$ cat config.mk
export PLATFORM = sky130hd
export DESIGN_NAME = curve_contrast_auto_sel
export DESIGN_NICKNAME = d
export VERILOG_FILES = /design/src/rtl/curve_contrast_auto_sel.sv
export SDC_FILE = /design/constraint.sdc
export NUM_CORES = 1
export LEC_CHECK = 0
export BUFFER_PORTS_ARGS = -buffer_cell sky130_fd_sc_hd__buf_4
export CAP_MARGIN = 0
export CORE_MARGIN = 3
export CORE_UTILIZATION = 50
export DETAILED_ROUTE_END_ITERATION = 12
export MAX_ROUTING_LAYER = met4
export PLACE_DENSITY = 0.67
export REMOVE_ABC_BUFFERS = 1
export SYNTH_ARGS = -nofsm -noshare
export SYNTH_HDL_FRONTEND = slang
export SYNTH_SLANG_ARGS = --single-unit
$ cat constraint.sdc
create_clock -name clk -period 5 [get_ports clk]
set_clock_uncertainty 0.05 [all_clocks]
set_input_delay 1 -clock clk [delete_from_list [all_inputs] [get_ports clk]]
set_output_delay 1 -clock clk [all_outputs]
set_load 0.01 [all_outputs]
$ cat src/rtl/curve_contrast_auto_sel.sv
// Per-frame Y statistics (min/max/mean) feeding automatic contrast-curve selection.
// Optional macro CURVE_SEL_MANUAL_EN adds a frame-synchronous manual curve override.
module curve_contrast_auto_sel #(
  parameter int CNT_W    = 20,
  parameter int RANGE_R1 = 32,
  parameter int RANGE_R2 = 64,
  parameter int RANGE_R3 = 128,
  parameter int CONFIRM  = 2
) (
  input  logic       clk,
  input  logic       rst_n,
  input  logic       per_frame_vsync,
  input  logic       per_frame_href,
  input  logic       per_frame_clken,
  input  logic [7:0] per_img_Y,
`ifdef CURVE_SEL_MANUAL_EN
  input  logic       manual_en,
  input  logic [1:0] manual_sel,
`endif
  output logic [1:0] curve_sel,
  output logic       stat_valid,
  output logic [7:0] stat_mean,
  output logic [7:0] stat_min,
  output logic [7:0] stat_max,
  output logic       busy
);

  localparam int SW = CNT_W + 8;
  localparam logic [8:0] R1 = 9'(RANGE_R1);
  localparam logic [8:0] R2 = 9'(RANGE_R2);
  localparam logic [8:0] R3 = 9'(RANGE_R3);
  localparam logic [3:0] CONF_N = 4'(CONFIRM);

  typedef struct packed {
    logic [SW-1:0]    sum;
    logic [CNT_W-1:0] cnt;
    logic [7:0]       min;
    logic [7:0]       max;
  } frame_stat_t;

  typedef enum logic [1:0] {IDLE, SNAP, DIV, UPDATE} state_t;

  state_t      state;
  logic        vsync_d;
  frame_stat_t acc, acc_nxt, snap;
  logic [SW-1:0] rem, dvs;
  logic [7:0]  quo;
  logic [2:0]  bit_idx;
  logic [1:0]  last_tgt, tgt, sel_nxt, last_nxt;
  logic [3:0]  conf_cnt, conf_nxt, conf_inc;
  logic [7:0]  rng;
  logic        fs, fe, pix, auto_upd;

  assign fs   = per_frame_vsync & ~vsync_d;
  assign fe   = ~per_frame_vsync & vsync_d;
  assign pix  = per_frame_vsync & per_frame_href & per_frame_clken;
  assign busy = (state != IDLE);
  assign dvs  = SW'(snap.cnt) << bit_idx;

`ifdef CURVE_SEL_MANUAL_EN
  assign auto_upd = ~manual_en;
`else
  assign auto_upd = 1'b1;
`endif

  // FS restarts the frame; a pixel in the FS cycle is folded in as the first pixel.
  always_comb begin
    acc_nxt = acc;
    if (fs) begin
      acc_nxt.sum = '0;
      acc_nxt.cnt = '0;
      acc_nxt.min = 8'hFF;
      acc_nxt.max = 8'h00;
    end
    if (pix) begin
      if (per_img_Y < acc_nxt.min) acc_nxt.min = per_img_Y;
      if (per_img_Y > acc_nxt.max) acc_nxt.max = per_img_Y;
      if (acc_nxt.cnt != '1) begin
        acc_nxt.sum = acc_nxt.sum + SW'(per_img_Y);
        acc_nxt.cnt = acc_nxt.cnt + 1'b1;
      end
    end
  end

  always_ff @(posedge clk) begin
    if (!rst_n) begin
      vsync_d <= 1'b0;
      acc     <= '0;
    end else begin
      vsync_d <= per_frame_vsync;
      acc     <= acc_nxt;
    end
  end

  // Target from dynamic range, then hysteresis across CONFIRM frames.
  always_comb begin
    rng      = snap.max - snap.min;
    if ({1'b0, rng} < R1)      tgt = 2'd3;
    else if ({1'b0, rng} < R2) tgt = 2'd2;
    else if ({1'b0, rng} < R3) tgt = 2'd1;
    else                       tgt = 2'd0;
    sel_nxt  = curve_sel;
    last_nxt = last_tgt;
    conf_nxt = conf_cnt;
    conf_inc = 4'd1;
    if (tgt == curve_sel) begin
      conf_nxt = 4'd0;
    end else begin
      if (tgt == last_tgt) conf_inc = conf_cnt + 4'd1;
      else                 last_nxt = tgt;
      if (conf_inc == CONF_N) begin
        sel_nxt  = tgt;
        conf_nxt = 4'd0;
      end else begin
        conf_nxt = conf_inc;
      end
    end
  end

  always_ff @(posedge clk) begin
    if (!rst_n) begin
      state      <= IDLE;
      snap       <= '0;
      rem        <= '0;
      quo        <= '0;
      bit_idx    <= '0;
      last_tgt   <= '0;
      conf_cnt   <= '0;
      curve_sel  <= '0;
      stat_valid <= 1'b0;
      stat_mean  <= '0;
      stat_min   <= '0;
      stat_max   <= '0;
    end else begin
      stat_valid <= 1'b0;
      case (state)
        IDLE: begin
          // FE while busy is never seen here, so such frames are dropped.
          if (fe && acc.cnt != '0) begin
            snap  <= acc;
            state <= SNAP;
          end
        end
        SNAP: begin
          quo     <= '0;
          rem     <= snap.sum;
          bit_idx <= 3'd7;
          state   <= DIV;
        end
        DIV: begin
          if (rem >= dvs) begin
            rem          <= rem - dvs;
            quo[bit_idx] <= 1'b1;
          end
          if (bit_idx == 3'd0) state <= UPDATE;
          else                 bit_idx <= bit_idx - 3'd1;
        end
        UPDATE: begin
          stat_mean  <= quo;
          stat_min   <= snap.min;
          stat_max   <= snap.max;
          stat_valid <= 1'b1;
          if (auto_upd) begin
            curve_sel <= sel_nxt;
            last_tgt  <= last_nxt;
            conf_cnt  <= conf_nxt;
          end
          state <= IDLE;
        end
        default: state <= IDLE;
      endcase
`ifdef CURVE_SEL_MANUAL_EN
      if (fs && manual_en) begin
        curve_sel <= manual_sel;
        conf_cnt  <= 4'd0;
      end
`endif
    end
  end

endmodule

Word-level counts from Yosys, hierarchy flattened
Index checks and enable logic that the tools add are counted.

word-level totals
  register bits after elaboration = 203
  input port bits = 13
  output and inout bits = 28
  word-level logic and storage cells = 92

cells by class
  add/sub/neg operators = 6
  magnitude comparators = 8
  equal/unequal tests = 11
  shift operators = 1
  multiplexer cells = 24
  bitwise operators = 9
  reductions and logical operators = 13

operators with widths
  operator                 count
  $mux W64                 2
  $pmux W28 S2             1
  $mux W48                 1
  $add A28 B8 Y28          1
  $ge A28 B28 Y1           1
  $mux W28                 1
  $shl A20 B3 Y28          1
  $sub A28 B28 Y28         1
  $mux W8                  3
  $add A20 B1 Y20 const B  1
  $ne A20 B20 Y1 const B   1
  $reduce_bool A20 Y1      1
  $mux W4                  4
  $pmux W8 S2              1
  $gt A8 B8 Y1             1
  $lt A8 B6 Y1 const B     1
  $lt A8 B7 Y1 const B     1
  $lt A8 B8 Y1             1
  $lt A8 B8 Y1 const B     1
  $mux W2                  4
  $ne A2 B2 Y1 const B     4
  $or A8 B8 Y8             1
  $pmux W2 S4              1
  $reduce_and A2 Y1        4
  20 further kinds         33

Logic depth before layout (Yosys ltp)
  depth after elaboration = 11
  depth in mapped cells = 18
  gate-level depth less buffers = 14

Worst setup path after synthesis
No wires, ideal clock.

  kind = reg-to-reg
  start point = register bit_idx[0]
  end point = register rem[27]
  library setup time = 0.120 ns
  arrival time = 3.778 ns
  data required time = 4.830 ns
  setup slack = 1.053 ns
  stages on the path, launching flop included = 14
  path buffers = 2
  period minus slack after synthesis = 3.947 ns
  path through = dfxtp_1 -> clkbuf_1 -> buf_1 -> mux4_2 -> mux2i_1 -> ha_1 -> a21o_1 -> a221o_1 -> a221o_1 -> nor2_1 -> o311ai_1 -> a41oi_1 -> nor2_1 -> o31a_1

between the ends
  word-level cells in the longest chain between the ends = 4
  elaborated cells on any way between the ends = 7
  those cells by class = add/sub: 1; order compare: 1; eq/ne: 1; shift: 1; mux: 2; reduce/logical: 1

RTL lines
  item                                                       line      source
  start: declaration                                         48        logic [2:0] bit_idx;
  start signal: assignment                                   156       else bit_idx <= bit_idx - 3'd1;
  $shl A20 B3 Y28 (*)                                        58        assign dvs = SW'(snap.cnt) << bit_idx;
  $sub A28 B28 Y28 / $ge A28 B28 Y1 (equally long branches)  152, 151
  $mux W28 / $ne A2 B2 Y1 (equally long branches)            -
  $pmux W28 S2 / $reduce_and A2 Y1 (equally long branches)   -
  end signal: assignment                                     146       rem <= snap.sum;
  end signal: assignment                                     152       rem <= rem - dvs;
  end: declaration                                           46        logic [SW-1:0] rem, dvs;

Mark *: on every way between the ends. The rest lies on a longest branch, timed or not. The select of a mux whose other input is x is not followed.
A chain may end at the register's enable or synchronous reset.

Worst setup path after layout
  start point = register bit_idx[0]
  end point = register rem[0]

Same word-level chain as after synthesis.

==> results.json <==
{
  "outcome": "complete, no violations",
  "htree_levels": 1,
  "p_leak_nw": 4.62,
  "grt_util_all_layers": 0.229,
  "synth-seq-cells": 203,
  "holdPathEnd": "snap[38]",
  "ios": 41,
  "cts_sinks": 203,
  "drv_cap": 0,
  "syn_inst": 1361,
  "holdCritPathClass": "flip-flop to flip-flop",
  "worstHoldStart": "acc[38]",
  "switchingPower_mw": 2.92,
  "synth_edf_count": 0,
  "worst_slew_pin_slew_ps": 1030,
  "final.period_utilization": 0.849,
  "rsz0062_at_grt": "no",
  "synth_warnings": 0,
  "ir_drop_v": 0.000338,
  "drive_above_1_share": 0.0974,
  "r2r_slack_ps": 750,
  "multi_input_area_um2": 6760,
  "drv_slew": 0,
  "n_antenna_cell": 0,
  "firstDrtPassIters": 5,
  "finish.instance_area_um2": 12500,
  "worst-path-max-fanout": 32,
  "clkPwrFrac": 0.226,
  "path_buf_inv": 2,
  "final_common_cell": "nand2_1",
  "synth_ff_type": "dfxtp_1",
  "holdWs_ps": 403,
  "routabilityCongestion": 0.944,
  "coreArea_um2": 22000,
  "fin_util": 0.569,
  "critical_path.top_delay_family": "compound AO/OA/AOI/OAI gates",
  "hpwl_um": 18600,
  "critical-path-slowest-cell": "dfxtp_1",
  "clock_latency_ps": 510,
  "max_slew_margin": 0.313,
  "combPwrFrac": 0.515,
  "r2r-end": "rem[0]",
  "crit_arrival_ps": 4550,
  "areaGrowthSynthToFinish_pct": 11.3,
  "hold_violations": 0,
  "clk_transition_reported_paths_ps": 60,
  "fin_nets": 1451,
  "cts_hold_buffers": 0,
  "worstReg2RegStart": "bit_idx[0]",
  "grt_pass1_wl_um": 45100,
  "ant_nets": 0,
  "netlist_area_um2": 11200,
  "seqCellArea_um2": 4060,
  "cpPeakStageDelay_ps": 810,
  "required_ps": 5300,
  "overflow": 0,
  "vias_per_cell": 5.63,
  "drc": 0,
  "die_h_um": 156,
  "numPortBuffers": 40,
  "p_int_mw": 4.34,
  "max_freq_ghz": 0.235,
  "placed_area_um2": 11800,
  "path_class": "flip-flop to flip-flop",
  "num-fill-cells": 1981,
  "cellPowerDensity_nw_per_um2": 581,
  "start_util": 0.511,
  "holdPathStages": 2,
  "clock-root-buffer": "clkbuf_16",
  "cts_buffers": 22,
  "cts_tree": "yes",
  "clockBufferDepth": 3,
  "path_cells": "inv_2, and3_1, ha_1, fa_1, nand2b_1, a211oi_1, o2111ai_1, a21boi_1, a21oi_1, o21ai_2, buf_4, mux2i_1, nor2_1",
  "avgSynthCellArea_um2": 8.25,
  "drt-total-wl_um": 27000,
  "grt_max_degree": 92,
  "num_vias": 9375,
  "cts_resized": 0,
  "ys_async_sr_fraction": 0,
  "rows": 54,
  "cp-start-kind": "flip-flop",
  "yosysSeqAreaShare": 0.362,
  "routedWlPerCell_um": 16.2,
  "post_cts_buffers": 0,
  "die_area_um2": 24300,
  "yosysUniqueCellTypes": 74,
  "end_kind": "flip-flop",
  "finalCriticalPeriod_ps": 4250,
  "first_iter_violations": 548,
  "layout_common_cells": "nand2_1 (231), dfxtp_1 (203), a21oi_1 (142)",
  "fin_setup_tns_ps": 0,
  "worstRegToRegCells": 13,
  "seqPwrFrac": 0.259,
  "setup_viol": 0,
  "die_x_um": 156,
  "antenna_found_initial": 0,
  "p_sw_frac": 0.402,
  "first_global_vias": 8762
}
## per-layer routing
metal,vias up,track usage,part of all wire
li1,4784,-,-
met1,4401,0.331,0.51
met2,155,0.348,0.43
met3,35,0.0239,0.037
met4,0,0.0517,0.023
met5,-,-,0
## cells by family (layout without fill, tap and decap cells)
| kind of cell | Yosys count | in the layout | share of synthesized area |
|---|---|---|---|
| DFF | 203 | 203 | 0.362 |
| AOI/OAI and AO/OA | 302 | 302 | 0.166 |
| xor gates and xnor gates | 65 | 65 | 0.0507 |
| buffers and inverters | 106 | 131 | 0.0375 |
| and+or+nand+nor | 525 | 525 | 0.212 |
| adders and majority gates | 66 | 66 | 0.0749 |
| muxes | 94 | 94 | 0.0975 |
## stage by stage
step           instances  setup WS [ps]  power [mW]
2_1_floorplan       1290           -327        4.75
3_3_place_gp        1628            703        5.57
3_5_place_dp        1628            719        5.57
4_1_cts             1666            740        7.26
5_1_grt             1666            370        7.77
6_report            1666            753        7.25
## worst reg2reg max path, stage by stage, from the launching register on
cell       delay [ps]
dfxtp_1           810
inv_2             280
and3_1            230
ha_1              200
fa_1              400
nand2b_1          200
a211oi_1          400
o2111ai_1         230
a21boi_1          280
a21oi_1           180
o21ai_2           190
buf_4             350
mux2i_1           240
nor2_1             50
## worst max path at each step
stage / startpoint / endpoint / slack [ps] / cells after the start
2_1_floorplan: bit_idx[0] / rem[27] / -330 / 12
3_3_place_gp: per_frame_vsync / acc[60] / 700 / 14
3_5_place_dp: per_frame_vsync / acc[60] / 720 / 14
4_1_cts: bit_idx[0] / rem[0] / 740 / 13
5_1_grt: bit_idx[0] / quo[5] / 370 / 13
6_report: bit_idx[0] / rem[0] / 750 / 13
## cell usage after synthesis, drive strengths merged, types with 4 or more instances
master,instances,area share
ha,64,0.071
a21oi,142,0.063
o21a,6,0.0041
a32oi,4,0.0031
nor4,11,0.0072
and3,13,0.0072
xor2,30,0.023
nand2b,20,0.011
o21ai,45,0.020
o21bai,5,0.0033
a21boi,6,0.0043
or2,9,0.0050
nor2b,18,0.010
nand3,24,0.012
nand2,232,0.078
mux4,12,0.024
clkbuf,60,0.020
xnor2,35,0.027
nand4,14,0.0091
a21o,19,0.013
nor3,15,0.0067
a41oi,5,0.0039
inv,34,0.011
a211oi,26,0.017
mux2i,79,0.070
or3,4,0.0022
buf,11,0.0057
nor2,134,0.045
a31oi,13,0.0072
and2,19,0.011
dfxtp,203,0.36
## cell type report
type / instances / area share
well taps: 280 / 0.0280
clock inverters: 5 / 0.00521
inverters: 35 / 0.0107
multi-input cells: 1052 / 0.541
repair buffers: 58 / 0.0359
clock buffers: 33 / 0.0538
flip-flops and latches: 203 / 0.325
## registers in the layout, summed over array words and instances, names as in the netlist
register and cells:
snap 64, vsync_d 1, conf_cnt 4, curve_sel 2, last_tgt 2, acc 64, bit_idx 3, stat_mean 8
state 2, rem 28, quo 8, stat_valid 1, stat_max 8, stat_min 8
## power groups by stage
stage,combinational (mW),sequential [mW],clock (mW)
floorplan,2.82,1.93,0
global placement,3.66,1.91,0
detailed placement,3.66,1.91,0
CTS,3.70,1.88,1.68
global route,4.13,1.90,1.74
finish,3.74,1.88,1.64
(Power assumes the default switching activity.)
